<file path="src/rtl/lcd_dma_read_arbiter.sv">
`timescale 1ns/1ps
// Purpose : shares one burst-read DMA port between the LCD framebuffer fetch (req 0)
//           and a secondary fetch client (req 1); one burst in flight at a time.
// Latency : START latched at edge k -> DMA_START high after edge k+1 (DMA idle, req wins).
// Backpr. : REQn_READY low from the latch edge until that requester's burst completes;
//           a new grant waits for DMA_READY=1 and never issues in the completion cycle.
//
// Ports
//   CLK, RESET            : clock and asynchronous active-high reset
//   REQn_RD_ADDR/START    : requester n burst start address and one-cycle start pulse
//   REQn_READY            : requester n may issue a new burst (registered, = ~pend[n])
//   REQn_RD_DATA/_VALID   : read data copy and beat valid, valid only for the burst owner
//   DMA_RD_ADDR/START     : burst address (held for the burst) and one-cycle start to the DMA
//   DMA_READY             : DMA idle
//   DMA_RD_DATA/_VALID    : read beats from the DMA
//   PROTO_ERR             : sticky, START seen while that requester was not ready
//   STRAY_DATA            : sticky, DMA beat seen while no burst was outstanding
module lcd_dma_read_arbiter #(
    parameter int BURST_BEATS    = 8,
    parameter bit FIXED_PRIORITY = 1'b1
) (
    input  logic        CLK,
    input  logic        RESET,
    input  logic [29:0] REQ0_RD_ADDR,
    input  logic        REQ0_START,
    output logic        REQ0_READY,
    output logic [31:0] REQ0_RD_DATA,
    output logic        REQ0_RD_DATA_VALID,
    input  logic [29:0] REQ1_RD_ADDR,
    input  logic        REQ1_START,
    output logic        REQ1_READY,
    output logic [31:0] REQ1_RD_DATA,
    output logic        REQ1_RD_DATA_VALID,
    output logic [29:0] DMA_RD_ADDR,
    output logic        DMA_START,
    input  logic        DMA_READY,
    input  logic [31:0] DMA_RD_DATA,
    input  logic        DMA_RD_DATA_VALID,
    output logic        PROTO_ERR,
    output logic        STRAY_DATA
);

    localparam int                CNT_W     = $clog2(BURST_BEATS + 1);
    localparam logic [CNT_W-1:0] BEATS_MAX = CNT_W'(BURST_BEATS);

    typedef enum logic {
        ST_IDLE = 1'b0,
        ST_BUSY = 1'b1
    } state_t;

    state_t           state_q,      state_d;
    logic [1:0]       pend_q,       pend_d;
    logic [1:0]       ready_q,      ready_d;
    logic [29:0]      addr0_q,      addr0_d;
    logic [29:0]      addr1_q,      addr1_d;
    logic [29:0]      dma_rd_addr_q, dma_rd_addr_d;
    logic             dma_start_q,  dma_start_d;
    logic             owner_q,      owner_d;
    logic             last_owner_q, last_owner_d;
    logic [CNT_W-1:0] beat_cnt_q,   beat_cnt_d;
    logic             proto_err_q,  proto_err_d;
    logic             stray_data_q, stray_data_d;

    logic             winner;
    logic             other_req;
    logic             burst_done;

    // Winner among pending requesters, evaluated from registered pend only.
    // ~pend_q[0] picks 0 when it is pending, otherwise the only other candidate.
    always_comb begin
        other_req = ~last_owner_q;
        winner    = ~pend_q[0];
        if (!FIXED_PRIORITY && pend_q[other_req]) begin
            winner = other_req;
        end
    end

    // DMA_START must already be low so the DMA_READY we see is its post-burst idle,
    // not the idle level it still shows in the cycle the burst was issued.
    assign burst_done = (beat_cnt_q == BEATS_MAX) && DMA_READY && !dma_start_q;

    always_comb begin
        state_d      = state_q;
        pend_d       = pend_q;
        addr0_d      = addr0_q;
        addr1_d      = addr1_q;
        dma_rd_addr_d = dma_rd_addr_q;
        dma_start_d  = dma_start_q;
        owner_d      = owner_q;
        last_owner_d = last_owner_q;
        beat_cnt_d   = beat_cnt_q;
        proto_err_d  = proto_err_q;
        stray_data_d = stray_data_q;

        case (state_q)
            ST_IDLE: begin
                dma_start_d = 1'b0;
                if (DMA_RD_DATA_VALID) begin
                    stray_data_d = 1'b1;
                end
                if ((pend_q != 2'b00) && DMA_READY) begin
                    dma_rd_addr_d = winner ? addr1_q : addr0_q;
                    dma_start_d   = 1'b1;
                    owner_d       = winner;
                    last_owner_d  = winner;
                    beat_cnt_d    = '0;
                    state_d       = ST_BUSY;
                end
            end
            ST_BUSY: begin
                dma_start_d = 1'b0;
                if (DMA_RD_DATA_VALID && (beat_cnt_q != BEATS_MAX)) begin
                    beat_cnt_d = beat_cnt_q + 1'b1;
                end
                if (burst_done) begin
                    pend_d[owner_q] = 1'b0;
                    state_d         = ST_IDLE;
                end
            end
            default: begin
                state_d = ST_IDLE;
            end
        endcase

        // The owner is never ready, so a legal start cannot collide with the
        // pend clear above.
        if (REQ0_START) begin
            if (ready_q[0]) begin
                pend_d[0] = 1'b1;
                addr0_d   = REQ0_RD_ADDR;
            end else begin
                proto_err_d = 1'b1;
            end
        end
        if (REQ1_START) begin
            if (ready_q[1]) begin
                pend_d[1] = 1'b1;
                addr1_d   = REQ1_RD_ADDR;
            end else begin
                proto_err_d = 1'b1;
            end
        end

        ready_d = ~pend_d;
    end

    always_ff @(posedge CLK or posedge RESET) begin
        if (RESET) begin
            state_q       <= ST_IDLE;
            pend_q        <= 2'b00;
            ready_q       <= 2'b11;
            addr0_q       <= '0;
            addr1_q       <= '0;
            dma_rd_addr_q <= '0;
            dma_start_q   <= 1'b0;
            owner_q       <= 1'b0;
            last_owner_q  <= 1'b1;
            beat_cnt_q    <= '0;
            proto_err_q   <= 1'b0;
            stray_data_q  <= 1'b0;
        end else begin
            state_q       <= state_d;
            pend_q        <= pend_d;
            ready_q       <= ready_d;
            addr0_q       <= addr0_d;
            addr1_q       <= addr1_d;
            dma_rd_addr_q <= dma_rd_addr_d;
            dma_start_q   <= dma_start_d;
            owner_q       <= owner_d;
            last_owner_q  <= last_owner_d;
            beat_cnt_q    <= beat_cnt_d;
            proto_err_q   <= proto_err_d;
            stray_data_q  <= stray_data_d;
        end
    end

    assign REQ0_READY  = ready_q[0];
    assign REQ1_READY  = ready_q[1];
    assign DMA_RD_ADDR = dma_rd_addr_q;
    assign DMA_START   = dma_start_q;
    assign PROTO_ERR   = proto_err_q;
    assign STRAY_DATA  = stray_data_q;

    // Data fans out to both; only the valid is steered to the burst owner.
    assign REQ0_RD_DATA       = DMA_RD_DATA;
    assign REQ1_RD_DATA       = DMA_RD_DATA;
    assign REQ0_RD_DATA_VALID = DMA_RD_DATA_VALID && (state_q == ST_BUSY) && (owner_q == 1'b0);
    assign REQ1_RD_DATA_VALID = DMA_RD_DATA_VALID && (state_q == ST_BUSY) && (owner_q == 1'b1);

endmodule

</file>
<file path="config.mk">
export PLATFORM = sky130hd
export DESIGN_NAME = lcd_dma_read_arbiter
export DESIGN_NICKNAME = d
export VERILOG_FILES = /design/src/rtl/lcd_dma_read_arbiter.sv
export SDC_FILE = /design/constraint.sdc
export NUM_CORES = 1
export LEC_CHECK = 0
export BUFFER_PORTS_ARGS = -buffer_cell sky130_fd_sc_hd__buf_2
export CAP_MARGIN = 20
export CORE_MARGIN = 2
export CORE_UTILIZATION = 52
export CTS_CLUSTER_DIAMETER = 150
export DETAILED_ROUTE_END_ITERATION = 10
export PLACE_DENSITY = 0.86
export REMOVE_ABC_BUFFERS = 1
export SLEW_MARGIN = 30
export SYNTH_ARGS = -nofsm -noshare
export SYNTH_HDL_FRONTEND = slang
export SYNTH_SLANG_ARGS = --single-unit
</file>
<file path="constraint.sdc">
create_clock -name CLK -period 7.6 [get_ports CLK]
set_input_delay 1.9 -clock CLK [delete_from_list [all_inputs] [get_ports CLK]]
set_output_delay 1.9 -clock CLK [all_outputs]
set_load 0.02 [all_outputs]
</file>
==> results.cfg, run 1 <==
[power_and_ir_drop]
power.share.clock = 0.164
ir_worst_vdd_mv = 0.184
seq_power_share = 0.473
pwr_density_cell_nw_per_um2 = 419
p_int_mw = 1.37
comb_power_share = 0.363
power_mw = 2.13
switchingPower_mw = 0.764
p_leak_nw = 2.54
switching_share = 0.358

[yosys]
yosys.area_share.simple = 0.0243
synthTopCellsByArea = dfrtp_1 (52%), mux2_2 (13%), buf_4 (10%)
synthMuxAreaShare = 0.209
synth_compound_area_frac = 0.0923
synth_common_cells = dfrtp_1 (101), buf_4 (65), mux2_2 (58)
synth_edf_count = 0
synth_top_cell_area_share = 0.522
ys.flop_type = dfrtp_1
synth-seq-area-share = 0.533
syn_inst = 385
synth_area_sq_um = 4840
synth_top_area_cell = dfrtp_1
async_reset_ff_frac = 1.00
synth_seq_cells = 103
avgSynthCellArea_sq_um = 12.6
synth_fa_ha_area_frac = 0.00517
synth.yosys.warnings = 0
synth_top_family_by_area = multiplexers
synthDistinctLibCells = 31
yosysMostFrequentCell = dfrtp_1
yosys.area_share.xor_xnor = 0

[sta]
hold_viol = 0
min_period_ns = 4.27
whs_ns = 0.471
final_max_slew_viol_count = 0
finalSetupViolCount = 0
skew_ns = 0.0134
period_share = 0.562
worstMarginPinSlew_ns = 0.918
tns_ns = 0
grt_setup_unrepaired = false
fmax_mhz = 234
slew_headroom = 0.388

[cts]
post_cts_resized = 0
htreeDepth = 3
numCtsBuffers = 9
cts-hold-fix-buffers = 0
clk_latency_ns = 0.35
cts-root-buf = clkbuf_8
clk_pin_slew_worst_paths_ns = 0.10
cts_tree = done
clockBufferDepth = 2
postCtsSetupRepairBufs = 0
cts_sinks = 103

[place]
io_buffers = 102
gp_congestion = 0.804
dpl.hpwl_mm = 8.07
placedCellCount = 515

[global_routing]
grt_usage = 0.236
grt_max_degree = 54
grt_pass1_vias = 3170
grt_antenna_before_repair = 0
grt-ovfl-total = 0
grt_pass1_wl_mm = 17.6

[floorplan]
io_pins = 199
die_area_sq_um = 10100
start_util = 0.529
fp-row-count = 35
die_w_um = 100
core_sq_um = 9150
die_y_um = 100

[final_layout]
syn2layout_area_growth_pct = 5.07
fin_cells = 530
final_util = 0.556
drive_gt1_frac = 0.484
nNetsFinal = 515
n_antenna_cell = 0

[critical_path]
cp_cell_sequence = buf_2 > nand2_1 > nor2_1 > buf_2
rr_endpoint = state_q
setup.worst_path.class = in2out
cp-start-kind = primary input
reg2reg_from = pend_q[0]
worstPathMaxFanout = 4
ff2ff_path_depth = 4
slowest_stage = buf_2
arrival_ns = 2.37
critPathMaxStageDelay_ns = 0.17
crit_top_cell = buf_2
crit_path_end_kind = primary output
required_ns = 5.70
r2r_slack_ns = 5.01

[run_status]
status = completed

[route]
vias = 2985
detail_route.wl_per_cell_um = 21.7
drt_first_pass_iters = 5
drc = 0
drtIter0Drc = 89
vias_per_cell = 5.63
ant_nets = 0
routed_wl_mm = 11.5

[flow_run]
max_cap_viol_count = 0

[min_path]
min_from = STRAY_DATA
hold_path_end = STRAY_DATA
hp-class = reg2reg
min_delay_path_depth = 1
## critical path, delay by kind of cell
family	cells	cell delay [ns]
buf+inv	2	0.28
simple gates	2	0.19
## how the worst max path moves through the flow
stage	slack (ns)	endpoint	depth (start not counted)	startpoint
after global routing	3.28	REQ0_RD_DATA_VALID	4	DMA_RD_DATA_VALID
final	3.33	REQ0_RD_DATA_VALID	4	DMA_RD_DATA_VALID
after CTS	3.32	REQ0_RD_DATA_VALID	4	DMA_RD_DATA_VALID
after floorplan	3.00	DMA_RD_ADDR[0]	1	RESET
after global placement	3.37	REQ0_RD_DATA_VALID	4	DMA_RD_DATA_VALID
after detailed placement	3.33	REQ0_RD_DATA_VALID	4	DMA_RD_DATA_VALID
## cell type report
type,instances,area [sq um]
Clock buffer,11,151
Clock inverter,4,55.1
Fill cell,763,4070
Inverter,8,32.5
Multi-Input combinational cell,190,1610
Sequential cell,103,2580
Tap cell,111,139
Timing Repair Buffer,103,518
## power by group through the flow
stage	registers [mW]	logic [mW]	clock network [mW]
after CTS	1.01	0.782	0.360
after detailed placement	1.02	0.781	0
after floorplan	1.07	0.485	0
after global routing	1.04	0.852	0.384
final	1.01	0.773	0.351
after global placement	0.998	0.749	0
## routing by layer
layer	up-vias	track usage	routed length, um
met5	-	0.118	146
li1	1314	-	-
met2	171	0.334	5020
met4	4	0.0411	61
met3	8	0.173	1760
met1	1488	0.285	4530
## placed cells by master, fill, tap and decap left out, types with 2 or more instances in the layout
| cell | count |
|---|---|
| a21o_1 | 2 |
| a21oi_1 | 6 |
| and3_1 | 2 |
| buf_2 | 102 |
| clkbuf_8 | 11 |
| clkinv_4 | 2 |
| dfrtp_1 | 100 |
| dfstp_2 | 2 |
| ha_1 | 2 |
| inv_1 | 7 |
| mux2_2 | 58 |
| mux2_4 | 2 |
| mux2i_1 | 33 |
| nand3_1 | 2 |
| nor2_1 | 5 |
| o21ai_0 | 36 |
| o21ai_1 | 15 |
| o21ai_2 | 15 |
## cells by family after synthesis
group	Yosys count
AO/OA/AOI/OAI	76
adder cells (fa/ha/maj)	2
buffers and inverters	92
flip-flops	103
multiplexers	93
AND/OR/NAND/NOR	19
## stage by stage
step / worst slack [ns] / instance area [sq um]
after global routing: 3.28 / 5080
after floorplan: 3.00 / 4210
after global placement: 3.37 / 4880
after detailed placement: 3.33 / 4880
after CTS: 3.32 / 5080
final: 3.33 / 5080
## sequential cells by signal, summed over array words and instances, names as in the netlist
signal / count
state_q: 1
DMA_START: 1
addr0_q: 30
addr1_q: 30
ready_q: 2
DMA_RD_ADDR: 30
pend_q: 2
STRAY_DATA: 1
PROTO_ERR: 1
beat_cnt_q: 4
owner_q: 1
No activity file was read; power rests on OpenSTA's default activity.
==> run 2: changes to the inputs <==
--- a/config.mk
+++ b/config.mk
@@ -8,10 +8,10 @@
 export BUFFER_PORTS_ARGS = -buffer_cell sky130_fd_sc_hd__buf_2
 export CAP_MARGIN = 20
 export CORE_MARGIN = 2
-export CORE_UTILIZATION = 52
+export CORE_UTILIZATION = 48
 export CTS_CLUSTER_DIAMETER = 150
 export DETAILED_ROUTE_END_ITERATION = 10
-export PLACE_DENSITY = 0.86
+export PLACE_DENSITY = 0.81
 export REMOVE_ABC_BUFFERS = 1
 export SLEW_MARGIN = 30
 export SYNTH_ARGS = -nofsm -noshare
==> constraint.sdc (replaced) <==
create_clock -name CLK -period 4 [get_ports CLK]
set_input_delay 1 -clock CLK [delete_from_list [all_inputs] [get_ports CLK]]
set_output_delay 1 -clock CLK [all_outputs]
set_load 0.02 [all_outputs]
==> run 2 against run 1 <==
  * First-iteration DRC count is 9.0% lower
  * Setup slack got worse by 1.8 ns
  * Routed wire length fell by 4.6%
  * Total power up 88%
  * Cell count increased by 4.7%
  * Global-route usage down 3.3 points
  * Flip-flop and latch count did not move
  * Clock-buffer cell count unchanged
  * Via count is 0.40% higher
  * Core utilization is 3.3 points lower
  * Sequential power grew 82%
  * Largest cell class unchanged
  * Highest routed layer unchanged
==> results.cfg, run 2 (synthesized netlist as in run 1, its figures left out) <==
[power_and_ir_drop]
p_leak_nw = 2.54
pwr_density_cell_nw_per_um2 = 784
ir_worst_vdd_mv = 0.343

[critical_path]
required_ns = 3.00
worstPathMaxFanout = 4
setup.worst_path.class = in2out
cp-start-kind = primary input
crit_path_end_kind = primary output
arrival_ns = 1.48

[flow_run]
max_cap_viol_count = 0

[sta]
tns_ns = 0
fmax_mhz = 403
final_max_slew_viol_count = 0
slew_headroom = 0.425
period_share = 0.620
skew_ns = 0.0135
hold_viol = 0
fin_ws_ns = 1.52
grt_setup_unrepaired = false
worstMarginPinSlew_ns = 0.859
finalSetupViolCount = 0
min_period_ns = 2.48

[route]
drt_first_pass_iters = 4
drtIter0Drc = 81
vias = 2997
routed_wl_mm = 11.0
vias_per_cell = 5.40
ant_nets = 0
detail_route.wl_per_cell_um = 19.8
drc = 0

[floorplan]
fp-row-count = 36
io_pins = 199
die_area_sq_um = 10900
start_util = 0.495
die_w_um = 104
die_y_um = 104
core_sq_um = 9770

[cts]
clk_latency_ns = 0.35
cts-root-buf = clkbuf_8
cts_sinks = 103
cts_tree = done
clockBufferDepth = 2
cts-hold-fix-buffers = 0
clk_pin_slew_worst_paths_ns = 0.10
post_cts_resized = 0
postCtsSetupRepairBufs = 0
htreeDepth = 3
numCtsBuffers = 9

[final_layout]
finalInstanceArea_sq_um = 5110
final_cell_mix = buf_2 (102), dfrtp_1 (100), mux2_2 (58), o21ai_0 (36), mux2i_1 (33)
n_antenna_cell = 0
syn2layout_area_growth_pct = 5.56
nNetsFinal = 517
drive_gt1_frac = 0.483
layout_commonest_cell = buf_2
nFillCells = 885

[global_routing]
grt_usage = 0.203
grt_antenna_before_repair = 0
grt_pass1_wl_mm = 17.0
grt_pass1_vias = 3025
grt-ovfl-total = 0
grt_max_degree = 67

[min_path]
hp-class = reg2reg

[place]
placed_area_sq_um = 4920
io_buffers = 102
dpl.hpwl_mm = 7.78
gp_congestion = 0.755
dp_slack_ns = 1.51

[run_status]
status = completed
-- run 2: cell count changes in the layout (fill, tap and decap cells not counted), sizes merged --
| cell | before | now |
|---|---|---|
| buf | 103 | 105 |
| clkinvlp | 1 | 2 |
-- run 2: final cells by class --
class | instances | area, sq um | share of cell area
Clock inverter | 5 | 58.8 | 0.0115
Tap cell | 133 | 166 | 0.0326
Timing Repair Buffer | 105 | 533 | 0.104
Sequential cell | 103 | 2580 | 0.505
Clock buffer | 11 | 131 | 0.0257
Multi-Input combinational cell | 190 | 1610 | 0.314
Inverter | 8 | 32.5 | 0.00637
-- run 2: critical path: stages --
cell and delay (ns):
buf_2 0.12, nand2_1 0.10, nor2_1 0.10, buf_2 0.17
-- run 2: stage by stage --
stage	hold slack [ns]	std cells	utilization	power, mW
CTS	0.492	555	0.523	4.06
finish	0.484	555	0.523	4.01
detailed placement	0.467	539	0.503	3.42
global route	0.515	555	0.523	4.29
global placement	0.445	539	0.503	3.33
floorplan	0.479	301	-	2.95
-- run 2: power breakdown --
part	total [mW]	switching, mW	internal (mW)
Clock	0.629	0.338	0.290
Combinational	1.54	0.810	0.729
Sequential	1.84	0.285	1.55
Total	4.01	1.43	2.57
-- run 2: worst paths after layout --
path,from,endpoint,slack [ns],cells after the start
setup / recovery,DMA_RD_DATA_VALID,REQ0_RD_DATA_VALID,1.52,4
hold / removal,STRAY_DATA,STRAY_DATA,0.48,1
setup reg to reg,pend_q[0],state_q,1.92,4
hold reg to reg,STRAY_DATA,STRAY_DATA,0.48,1
max in group asynchronous,RESET,ready_q[0],2.36,3
min in group asynchronous,RESET,addr1_q[27],0.80,2
-- run 2: layer usage --
metal / share of wire / up-vias / GRT usage
met5: 0.0097 / - / 0.0762
met3: 0.14 / 17 / 0.135
met1: 0.43 / 1475 / 0.257
met4: 0.012 / 4 / 0.0531
li1: - / 1328 / -
met2: 0.41 / 173 / 0.276
==> run 3: changes to the inputs <==
==> constraint.sdc (replaced) <==
create_clock -name CLK -period 2.4 [get_ports CLK]
set_input_delay 0.6 -clock CLK [delete_from_list [all_inputs] [get_ports CLK]]
set_output_delay 0.6 -clock CLK [all_outputs]
set_load 0.02 [all_outputs]
==> run 3 against run 2 <==
  * Clock-buffer cell count grew 2
  * First-iteration DRC count grew 65%
  * Clock power is 78% higher
  * Clock skew down 0.0019 ns
  * Core utilization is 0.95 points higher
  * Sequential share of layout area decreased by 0.90 points
  * Total power rose by 69%
  * Routed wire length is 2.4% higher
  * Cell count is 0.72% higher
  * Worst hold slack got worse by 0.23 ns
  * Setup slack worse by 0.89 ns
  * Combinational power rose by 66%
  * Largest cell class unchanged
  * Highest routed layer unchanged
==> results.cfg, run 3 (synthesized netlist as in run 1, its figures left out) <==
[place]
dpl.hpwl_mm = 8.13
gp_congestion = 0.738
placedCellCount = 544
io_buffers = 102
dp_slack_ns = 0.578
placed_area_sq_um = 4990

[cts]
cts_tree = done
post_cts_resized = 0
cts-root-buf = clkbuf_8
postCtsSetupRepairBufs = 0
htreeDepth = 3
clk_pin_slew_worst_paths_ns = 0.09
numCtsBuffers = 9
cts_sinks = 103
clk_latency_ns = 0.36
cts-hold-fix-buffers = 0
clockBufferDepth = 2

[final_layout]
fin_cells = 559
final_util = 0.532
final_cell_mix = buf_2 (102), dfrtp_1 (100), mux2_2 (58), o21ai_0 (36), mux2i_1 (33)
drive_gt1_frac = 0.491
layout_commonest_cell = buf_2
n_antenna_cell = 0
syn2layout_area_growth_pct = 7.47
finalInstanceArea_sq_um = 5200
nNetsFinal = 522

[flow_run]
max_cap_viol_count = 0

[sta]
hold_viol = 0
skew_ns = 0.0117
min_period_ns = 1.78
slew_headroom = 0.636
worstMarginPinSlew_ns = 0.546
period_share = 0.740
final_max_slew_viol_count = 0
grt_setup_unrepaired = false
fin_ws_ns = 0.624
fmax_mhz = 563
finalSetupViolCount = 0

[global_routing]
grt_pass1_vias = 3167
grt_pass1_wl_mm = 17.6
grt_antenna_before_repair = 0
grt-ovfl-total = 0
grt_usage = 0.215
grt_max_degree = 47

[route]
vias_per_cell = 5.37
drc = 0
drt_first_pass_iters = 6
detail_route.wl_per_cell_um = 20.1
routed_wl_mm = 11.3
ant_nets = 0
vias = 3002
drtIter0Drc = 134

[power_and_ir_drop]
ir_worst_vdd_mv = 0.572
switchingPower_mw = 2.38
pwr_density_cell_nw_per_um2 = 1300
switching_share = 0.351
p_leak_nw = 2.59
p_int_mw = 4.40
seq_power_share = 0.459
comb_power_share = 0.376
power.share.clock = 0.164

[floorplan]
io_pins = 199
core_sq_um = 9770
die_w_um = 104
die_y_um = 104
start_util = 0.495
fp-row-count = 36
die_area_sq_um = 10900

[critical_path]
crit_family = flip-flops
required_ns = 1.80
arrival_ns = 1.18
cp-start-kind = register
critPathMaxStageDelay_ns = 0.43
slowest_stage = dfrtp_1
setup.worst_path.class = reg2out
worstPathMaxFanout = 6
cp_cell_sequence = nand2_1 > nor2_1 > buf_2
worst-path-buf-inv = 1
crit_path_end_kind = primary output

[min_path]
hp-class = in2async

[run_status]
status = completed
==> run 3: changes by cell type in the layout (fill, tap and decap cells not counted), sizes merged <==
cell and delta:
buf +5, clkbuf +2, clkinv -1, clkinvlp -2
==> run 3: final timing paths <==
path | to | start | slack [ns] | cells after the start
min in group CLK | STRAY_DATA | STRAY_DATA | 0.46 | 1
hold / removal | addr0_q[13] | RESET | 0.25 | 2
setup / recovery | REQ0_RD_DATA_VALID | state_q | 0.62 | 3
max in group asynchronous | DMA_RD_ADDR[18] | RESET | 1.48 | 3
hold reg to reg | STRAY_DATA | STRAY_DATA | 0.46 | 1
setup reg to reg | DMA_RD_ADDR[29] | pend_q[0] | 0.70 | 4
==> run 3: layer usage <==
metal | routed length [um] | GRT usage | vias to the layer above
met5 | 129 | 0.0905 | -
met4 | 187 | 0.0647 | 4
met3 | 1520 | 0.147 | 22
met2 | 4590 | 0.275 | 182
met1 | 4830 | 0.282 | 1460
li1 | - | - | 1334
==> run 3: metrics by stage <==
step                total power, mW  hold WS, ns  setup TNS (ns)
finish                         6.79        0.252               0
global route                   7.27        0.271               0
CTS                            6.86        0.252               0
detailed placement             5.74        0.446               0
global placement               5.60        0.446               0
floorplan                      4.92        0.479          -91.34
==> run 3: final cells by class <==
| cell class | instances | area, sq um |
|---|---|---|
| Fill cell | 864 | 4570 |
| Sequential cell | 103 | 2580 |
| Multi-Input combinational cell | 190 | 1610 |
| Timing Repair Buffer | 110 | 608 |
| Clock buffer | 13 | 169 |
| Tap cell | 133 | 166 |
| Clock inverter | 2 | 38.8 |
| Inverter | 8 | 32.5 |
==> run 3: worst reg2reg max path, delay by kind of cell (launching register included) <==
kind | cells | cell delay [ns]
buffers and inverters | 1 | 0.33
AOI/OAI and AO/OA | 1 | 0.15
and+or+nand+nor | 2 | 0.49
DFF | 1 | 0.62
==> run 3: power groups by stage <==
stage | combinational [mW] | sequential, mW | clock [mW]
2_1_floorplan | 1.54 | 3.38 | 0
3_3_place_gp | 2.48 | 3.12 | 0
3_5_place_dp | 2.59 | 3.15 | 0
4_1_cts | 2.59 | 3.12 | 1.14
5_1_grt | 2.80 | 3.24 | 1.23
6_report | 2.55 | 3.12 | 1.12
